## src/rtl/lc3b_store_buffer_pkg.sv

```systemverilog
// rtl/lc3b_store_buffer_pkg.sv - shared types and constants for the LC-3b store buffer
package lc3b_store_buffer_pkg;

  typedef logic [15:0] lc3b_word;
  typedef logic [1:0]  lc3b_mem_wmask;

  localparam int SB_DEPTH = 4;
  localparam int SB_PTR_W = 2;

  typedef logic [SB_PTR_W-1:0] lc3b_sb_ptr;

  typedef struct packed {
    lc3b_word      addr;
    lc3b_word      data;
    lc3b_mem_wmask wmask;
  } lc3b_sb_entry;

  // Drain FSM encoding kept as plain constants for the legacy counter logic
  typedef logic sb_state_t;
  localparam sb_state_t SB_IDLE  = 1'b0;
  localparam sb_state_t SB_ISSUE = 1'b1;

  // One-hot slot select for the downstream drain counter
  function automatic logic [SB_DEPTH-1:0] sb_onehot(input lc3b_sb_ptr p);
    return SB_DEPTH'(1) << p;
  endfunction

endpackage

```

## src/rtl/lc3b_sb_fwd_match.sv

```systemverilog
// rtl/lc3b_sb_fwd_match.sv - youngest-first load forwarding match (used when SB_FWD_EN is defined)
module lc3b_sb_fwd_match
  import lc3b_store_buffer_pkg::*;
(
  input  lc3b_sb_entry entries [SB_DEPTH],
  input  lc3b_sb_ptr   tail,
  input  logic [2:0]   count,
  input  lc3b_word     ld_addr,
  output logic         fwd_hit,
  output lc3b_word     fwd_data
);

  logic       found;
  lc3b_sb_ptr idx;

  // Walk from the youngest entry back; the first address match decides,
  // and a partial-mask match blocks forwarding from anything older.
  always_comb begin
    fwd_hit  = 1'b0;
    fwd_data = '0;
    found    = 1'b0;
    idx      = '0;
    for (int i = 0; i < SB_DEPTH; i++) begin
      idx = tail - lc3b_sb_ptr'(i + 1);
      if (!found && (3'(i) < count) && (entries[idx].addr == ld_addr)) begin
        found   = 1'b1;
        fwd_hit = (entries[idx].wmask == 2'b11);
        if (entries[idx].wmask == 2'b11) begin
          fwd_data = entries[idx].data;
        end
      end
    end
  end

endmodule

```

## src/rtl/lc3b_store_buffer.sv

```systemverilog
// rtl/lc3b_store_buffer.sv - 4-entry in-order store buffer; SB_FWD_EN adds load forwarding
module lc3b_store_buffer
  import lc3b_store_buffer_pkg::*;
(
  input  logic        clk,
  input  logic        rst_n,
  input  logic        st_valid,
  input  logic [15:0] st_addr,
  input  logic [15:0] st_data,
  input  logic [1:0]  st_mask,
  output logic        st_ready,
  output logic        pmem_write,
  output logic [15:0] pmem_addr,
  output logic [15:0] pmem_wdata,
  output logic [1:0]  pmem_wmask,
  input  logic        pmem_resp,
  output logic [3:0]  drain_sel,
  output logic        drain_inc,
  output logic        empty,
  output logic [2:0]  count
`ifdef SB_FWD_EN
  ,
  input  logic [15:0] ld_addr,
  output logic        fwd_hit,
  output logic [15:0] fwd_data
`endif
);

  lc3b_sb_entry entries [SB_DEPTH];
  lc3b_sb_ptr   head;
  lc3b_sb_ptr   tail;
  logic [2:0]   count_q;
  logic [2:0]   count_next;
  sb_state_t    state;
  logic         drain_inc_q;
  logic         push;
  logic         pop;

  assign st_ready = (count_q != 3'd4);
  assign push     = st_valid && st_ready;
  assign pop      = (state == SB_ISSUE) && pmem_resp;

  // Occupancy after this edge; a simultaneous push and pop leaves it unchanged
  always_comb begin
    count_next = count_q;
    if (push && !pop) begin
      count_next = count_q + 3'd1;
    end else if (pop && !push) begin
      count_next = count_q - 3'd1;
    end
  end

  // Entry storage; contents need no reset since occupancy gates every use
  always_ff @(posedge clk) begin
    if (push) begin
      entries[tail] <= '{addr: st_addr, data: st_data, wmask: st_mask};
    end
  end

  // Pointers, occupancy, drain FSM and the registered retire pulse
  always_ff @(posedge clk) begin
    if (!rst_n) begin
      head        <= '0;
      tail        <= '0;
      count_q     <= '0;
      state       <= SB_IDLE;
      drain_inc_q <= 1'b0;
    end else begin
      if (push) tail <= tail + lc3b_sb_ptr'(1);
      if (pop)  head <= head + lc3b_sb_ptr'(1);
      count_q     <= count_next;
      drain_inc_q <= pop;
      if (state == SB_IDLE) begin
        if (count_q != 3'd0) state <= SB_ISSUE;
      end else begin
        if (count_next == 3'd0) state <= SB_IDLE;
      end
    end
  end

  assign pmem_write = (state == SB_ISSUE);
  assign pmem_addr  = entries[head].addr;
  assign pmem_wdata = entries[head].data;
  assign pmem_wmask = entries[head].wmask;
  assign drain_sel  = pmem_write ? sb_onehot(head) : 4'b0000;
  assign drain_inc  = drain_inc_q;
  assign empty      = (count_q == 3'd0);
  assign count      = count_q;

`ifdef SB_FWD_EN
  lc3b_sb_fwd_match u_fwd (
    .entries  (entries),
    .tail     (tail),
    .count    (count_q),
    .ld_addr  (ld_addr),
    .fwd_hit  (fwd_hit),
    .fwd_data (fwd_data)
  );
`endif

endmodule

```

## config.mk

```make
export PLATFORM = sky130hd
export DESIGN_NAME = lc3b_store_buffer
export DESIGN_NICKNAME = d
export VERILOG_FILES = /design/src/rtl/lc3b_store_buffer_pkg.sv /design/src/rtl/lc3b_sb_fwd_match.sv /design/src/rtl/lc3b_store_buffer.sv
export SDC_FILE = /design/constraint.sdc
export NUM_CORES = 1
export LEC_CHECK = 0
export ABC_AREA = 1
export CAP_MARGIN = 5
export CORE_MARGIN = 10
export CORE_UTILIZATION = 49
export DETAILED_ROUTE_END_ITERATION = 12
export GPL_TIMING_DRIVEN = 0
export PLACE_DENSITY_LB_ADDON = 0.05
export SLEW_MARGIN = 20
export SYNTH_ARGS = -nofsm -noshare
export SYNTH_HDL_FRONTEND = slang
export SYNTH_SLANG_ARGS = --single-unit
```

## constraint.sdc

```tcl
create_clock -name clk -period 2.5 [get_ports clk]
set_input_delay 0.375 -clock clk [delete_from_list [all_inputs] [get_ports clk]]
set_output_delay 0.375 -clock clk [all_outputs]
set_load 0.02 [all_outputs]
```

; Word-level counts from Yosys, hierarchy flattened
; Memory sizes are Yosys's and may differ from the RTL's. A register that Yosys moved wholly into a read port is not among the register bits.
; Index checks and enable logic that the tools add are counted.
[totals]
reg_bits = 9
mem_bits_rw = 136
inputBits = 38
output_inout_bits = 45
elab_cells = 31
mem_count = 1
[classes]
n_addsub = 4
eq_ne = 1
shift = 1
mux = 10
n_reduce_logical = 9
[memory_table]
columns = memory, depth, word_bits, rd, rd_ports_with_merged_regs, wr, line
row1 = entries, 4, 34, 1, 1, 1, lc3b_store_buffer.sv:29  ; lc3b_sb_entry entries [SB_DEPTH];
[op_table]
columns = cell, count
row1 = $logic_not A3 Y1, 2
row2 = $mux W3, 2
row3 = $mux W1, 5
row4 = $add A2 B1 Y2 const B, 2
row5 = $logic_and A1 B1 Y1, 4
row6 = $mux W2, 2
row7 = $mux W4, 1
row8 = $shl A1 B2 Y4 const A, 1
row9 = $add A3 B1 Y3 const B, 1
row10 = $ne A3 B3 Y1 const B, 1
row11 = $reduce_bool A3 Y1, 1
row12 = $sub A3 B1 Y3 const B, 1
row13 = $logic_not A1 Y1, 2

; Logic depth before layout (Yosys ltp)
[logic_depth]
depth_word = 9
mapped_depth = 10
depth_no_buf = 10

; Worst setup path before layout
; No wires, ideal clock.
[synth_timing]
path_type = register -> register
startpoint = reg count_q[0] (netlist: count[0])
endpoint = mem entries[0][0] in the netlist's numbering, enable pin
setup_ns = 0.425
arrival_time_ns = 2.510
required_ns = 2.075
slack_ns = -0.435
path_stages_with_launch = 6
n_path_buf = 0
period_less_slack_ns = 2.935
cell_sequence = dfxtp_1 -> inv_1 -> ha_1 -> nand2_4 -> nand2_8 -> nor2_1
[synth_via]
elab_chain_len = 4
[synth_rtl]
columns = item, line
row1 = "start, declared", lc3b_store_buffer.sv:32  ; logic [2:0] count_q;
row2 = "start signal, assigned", lc3b_store_buffer.sv:71  ; count_q <= count_next;
row3 = $ne A3 B3 Y1, lc3b_store_buffer.sv:39  ; assign st_ready = (count_q != 3'd4);
row4 = net st_ready, lc3b_store_buffer.sv:11  ; output logic st_ready,
row5 = $logic_and A1 B1 Y1, lc3b_store_buffer.sv:40  ; assign push = st_valid && st_ready;
row6 = $mux W1, lc3b_store_buffer.sv:55  ; if (push) begin
row7 = $mux W1 (implied by the code), lc3b_store_buffer.sv:56  ; entries[tail] <= '{addr: st_addr, data: st_data, wmask: st_mask};
row8 = "end, declared", lc3b_store_buffer.sv:29
; The timed path passes the listed nets, and every way through them passes these cells.

==> results.ini <==
[clock_network]
cts_tree = yes
cts-hold-fix-buffers = 0
post_cts_buffers = 0
clockBufferDepth = 2
cts_sinks = 147
cts_buffers = 17
clkLatencyLatePin_ps = 410
clkTransAtPathRegs_ps = 60
cts_resized = 50
clockRootBuffer = clkbuf_16
htree_levels = 4

[synthesis]
synthXorXnorAreaFrac_pct = 0
synth_compound_area_share_pct = 10.9
synth_fa_ha_area_share_pct = 2.41
yosys-top-cells-area = edfxtp_1 72%, o21ai_0 6.3%, nor2_1 4.9%
seq_area_frac_synth_pct = 75.4
synth_seq_cells = 147
synthCells = 419
synthMuxAreaShare_pct = 0
ys_types = 22
synth.top_cell.area_share_pct = 71.6
syn-num-nets = 468
yosysWarnings = 0
avgSynthCellArea_um2 = 13.6
synth-edff-count = 136
synth_top_area_cell = edfxtp_1
synthFlopType = edfxtp_1
synth_top_family_by_area = compound AO/OA/AOI/OAI gates
yosys.area_share.simple_pct = 7.92
syn-cell-area_um2 = 5710
async_flop_share_pct = 0

[timing]
setup_tns_ps = 0
drv_slew = 0
fin_worst_skew_ps = 7.04
finalSetupViolCount = 0
finalHoldViolations = 0
timing.final.crit_share_pct = 94.7
slew_headroom_pct = 53.6
post-route-min-period_ps = 2370
fin_ws_ps = 132
hold-worst-slack_ps = 541
fmax_mhz = 422
rsz0062_at_grt = no
worst_pin_slew_ps = 694

[grt]
grt_pass1_wl_mm = 19.3
antenna_found_initial = 0
grt_max_degree = 22
grt_pass1_vias = 3679
grt.total_usage_pct = 15.5
grt_remaining_overflow = 0

[final_layout]
layout.nets = 573
n_antenna_cell = 0
syn_to_final_growth_pct = 28.8
drive_above_1_share_pct = 13.0

[min_path]
hp-class = reg -> reg

[worst_setup_path]
end_kind = primary output
worst-path-max-fanout = 10
cp.arrival_ps = 1990
crit_required_ps = 2120
cp-start-kind = register
crit_type = reg -> out

[pwr]
ir_worst_vdd_v = 0.000710
p_seq_share_pct = 41.7
powerDensity_nw_per_um2 = 965
combPwrFrac_pct = 27.1
clkPwrFrac_pct = 31.3
p_sw_share_pct = 30.5
p_leak_nw = 2.67
switching_power_mw = 2.16
internal-power_mw = 4.93

[place]
dp_hpwl_mm = 7.93
preCtsSetupSlack_ps = 45.2
numPortBuffers = 82
gp_congestion = 0.699

[floorplanning]
die_area_um2 = 16400
rows = 39
die_y_um = 128
ios = 83
initial_utilization_pct = 50.0
core-area_um2 = 11400
die_w_um = 128

[route]
drcViolationCount = 0
routed_wl_mm = 12.5
vias_per_cell = 5.28
drt_iter0_markers = 266
first_pass_iters = 6
final_antenna_net_count = 0
wl_per_cell_um = 18.4
vias = 3590

[job]
cap_viol_max_count = 0

[status]
status = completed

==> stage by stage <==
step	total power [mW]	utilization, %	cells	instance area [µm²]
2_1_floorplan	4.13	-	419	5710
3_3_place_gp	5.03	58.7	644	6710
3_5_place_dp	5.09	59.9	648	6840
4_1_cts	7.17	64.3	680	7350
5_1_grt	7.44	64.4	680	7350
6_report	7.09	64.4	680	7350
==> cell type report <==
cell class / count / area, µm²
clock buffer: 27 / 493
sequential: 147 / 4300
inverter: 22 / 82.6
tap: 143 / 179
clock inverter: 5 / 30.0
multi-input combinational: 228 / 1240
fill: 846 / 4070
buffer: 22 / 133
timing repair buffer: 86 / 885
==> cells in the mapped netlist, types with 5 or more instances <==
master,n
edfxtp_1,136
buf_2,6
ha_1,11
o22ai_1,34
dfxtp_1,11
nand2_2,5
nand2_1,10
a21oi_1,7
clkbuf_1,12
o21ai_0,72
nor2_1,75
inv_1,19
==> sequential cells by signal, indices dropped and copies added (netlist names), named ones only <==
register	cells
entries	136
drain_inc	1
pmem_write	1
tail	2
count	3
head	2
==> routing by layer <==
layer	track usage (%)	vias up	part of all wire (%)
li1	-	1747	-
met1	17.9	1709	40
met2	25.5	122	50
met3	4.71	12	8.6
met4	7.95	0	0.89
met5	0	-	0
==> placed cells by master, fill, tap and decap left out, types with 5 or more instances in the layout <==
master and n:
edfxtp_1 136, o21ai_0 72, nor2_1 71, clkdlybuf4s50_1 48, o22ai_1 34, dlygate4sd2_1 33, inv_1 19, clkbuf_16 17
ha_1 11, dfxtp_1 11, nand2_1 10, clkbuf_2 9, a21oi_1 7, clkbuf_1 7, buf_4 6, nand2_2 5
==> final timing paths <==
kind	from	to	slack [ps]	depth (start not counted)
min	tail[1]	tail[1]	540	2
max reg2reg	count[0]	entries[3][29]	440	6
min reg2reg	tail[1]	tail[1]	540	2
max	register	pmem_wmask[0]	130	7
==> critical path, cell delays in order (launching register included) <==
cell and delay, ps:
dfxtp_1 300, buf_2 150, inv_2 90, buf_4 190, buf_4 210, nor2_1 60, o22ai_1 210, dlygate4sd2_1 370
==> cells by family after synthesis <==
family / after synthesis
adder cells (fa/ha/maj): 11
AND/OR/NAND/NOR: 102
AO/OA/AOI/OAI: 115
flip-flops: 147
buffers and inverters: 44
==> power groups by stage <==
stage                     Combinational (mW)  Sequential (mW)  Clock, mW
final                                   1.92             2.95       2.22
after detailed placement                2.08             3.01          0
after global placement                  2.02             3.01          0
after global routing                    2.10             2.97       2.37
after CTS                               1.96             2.96       2.25
after floorplan                         1.10             3.03          0
Power figures use the tool's default switching activity.
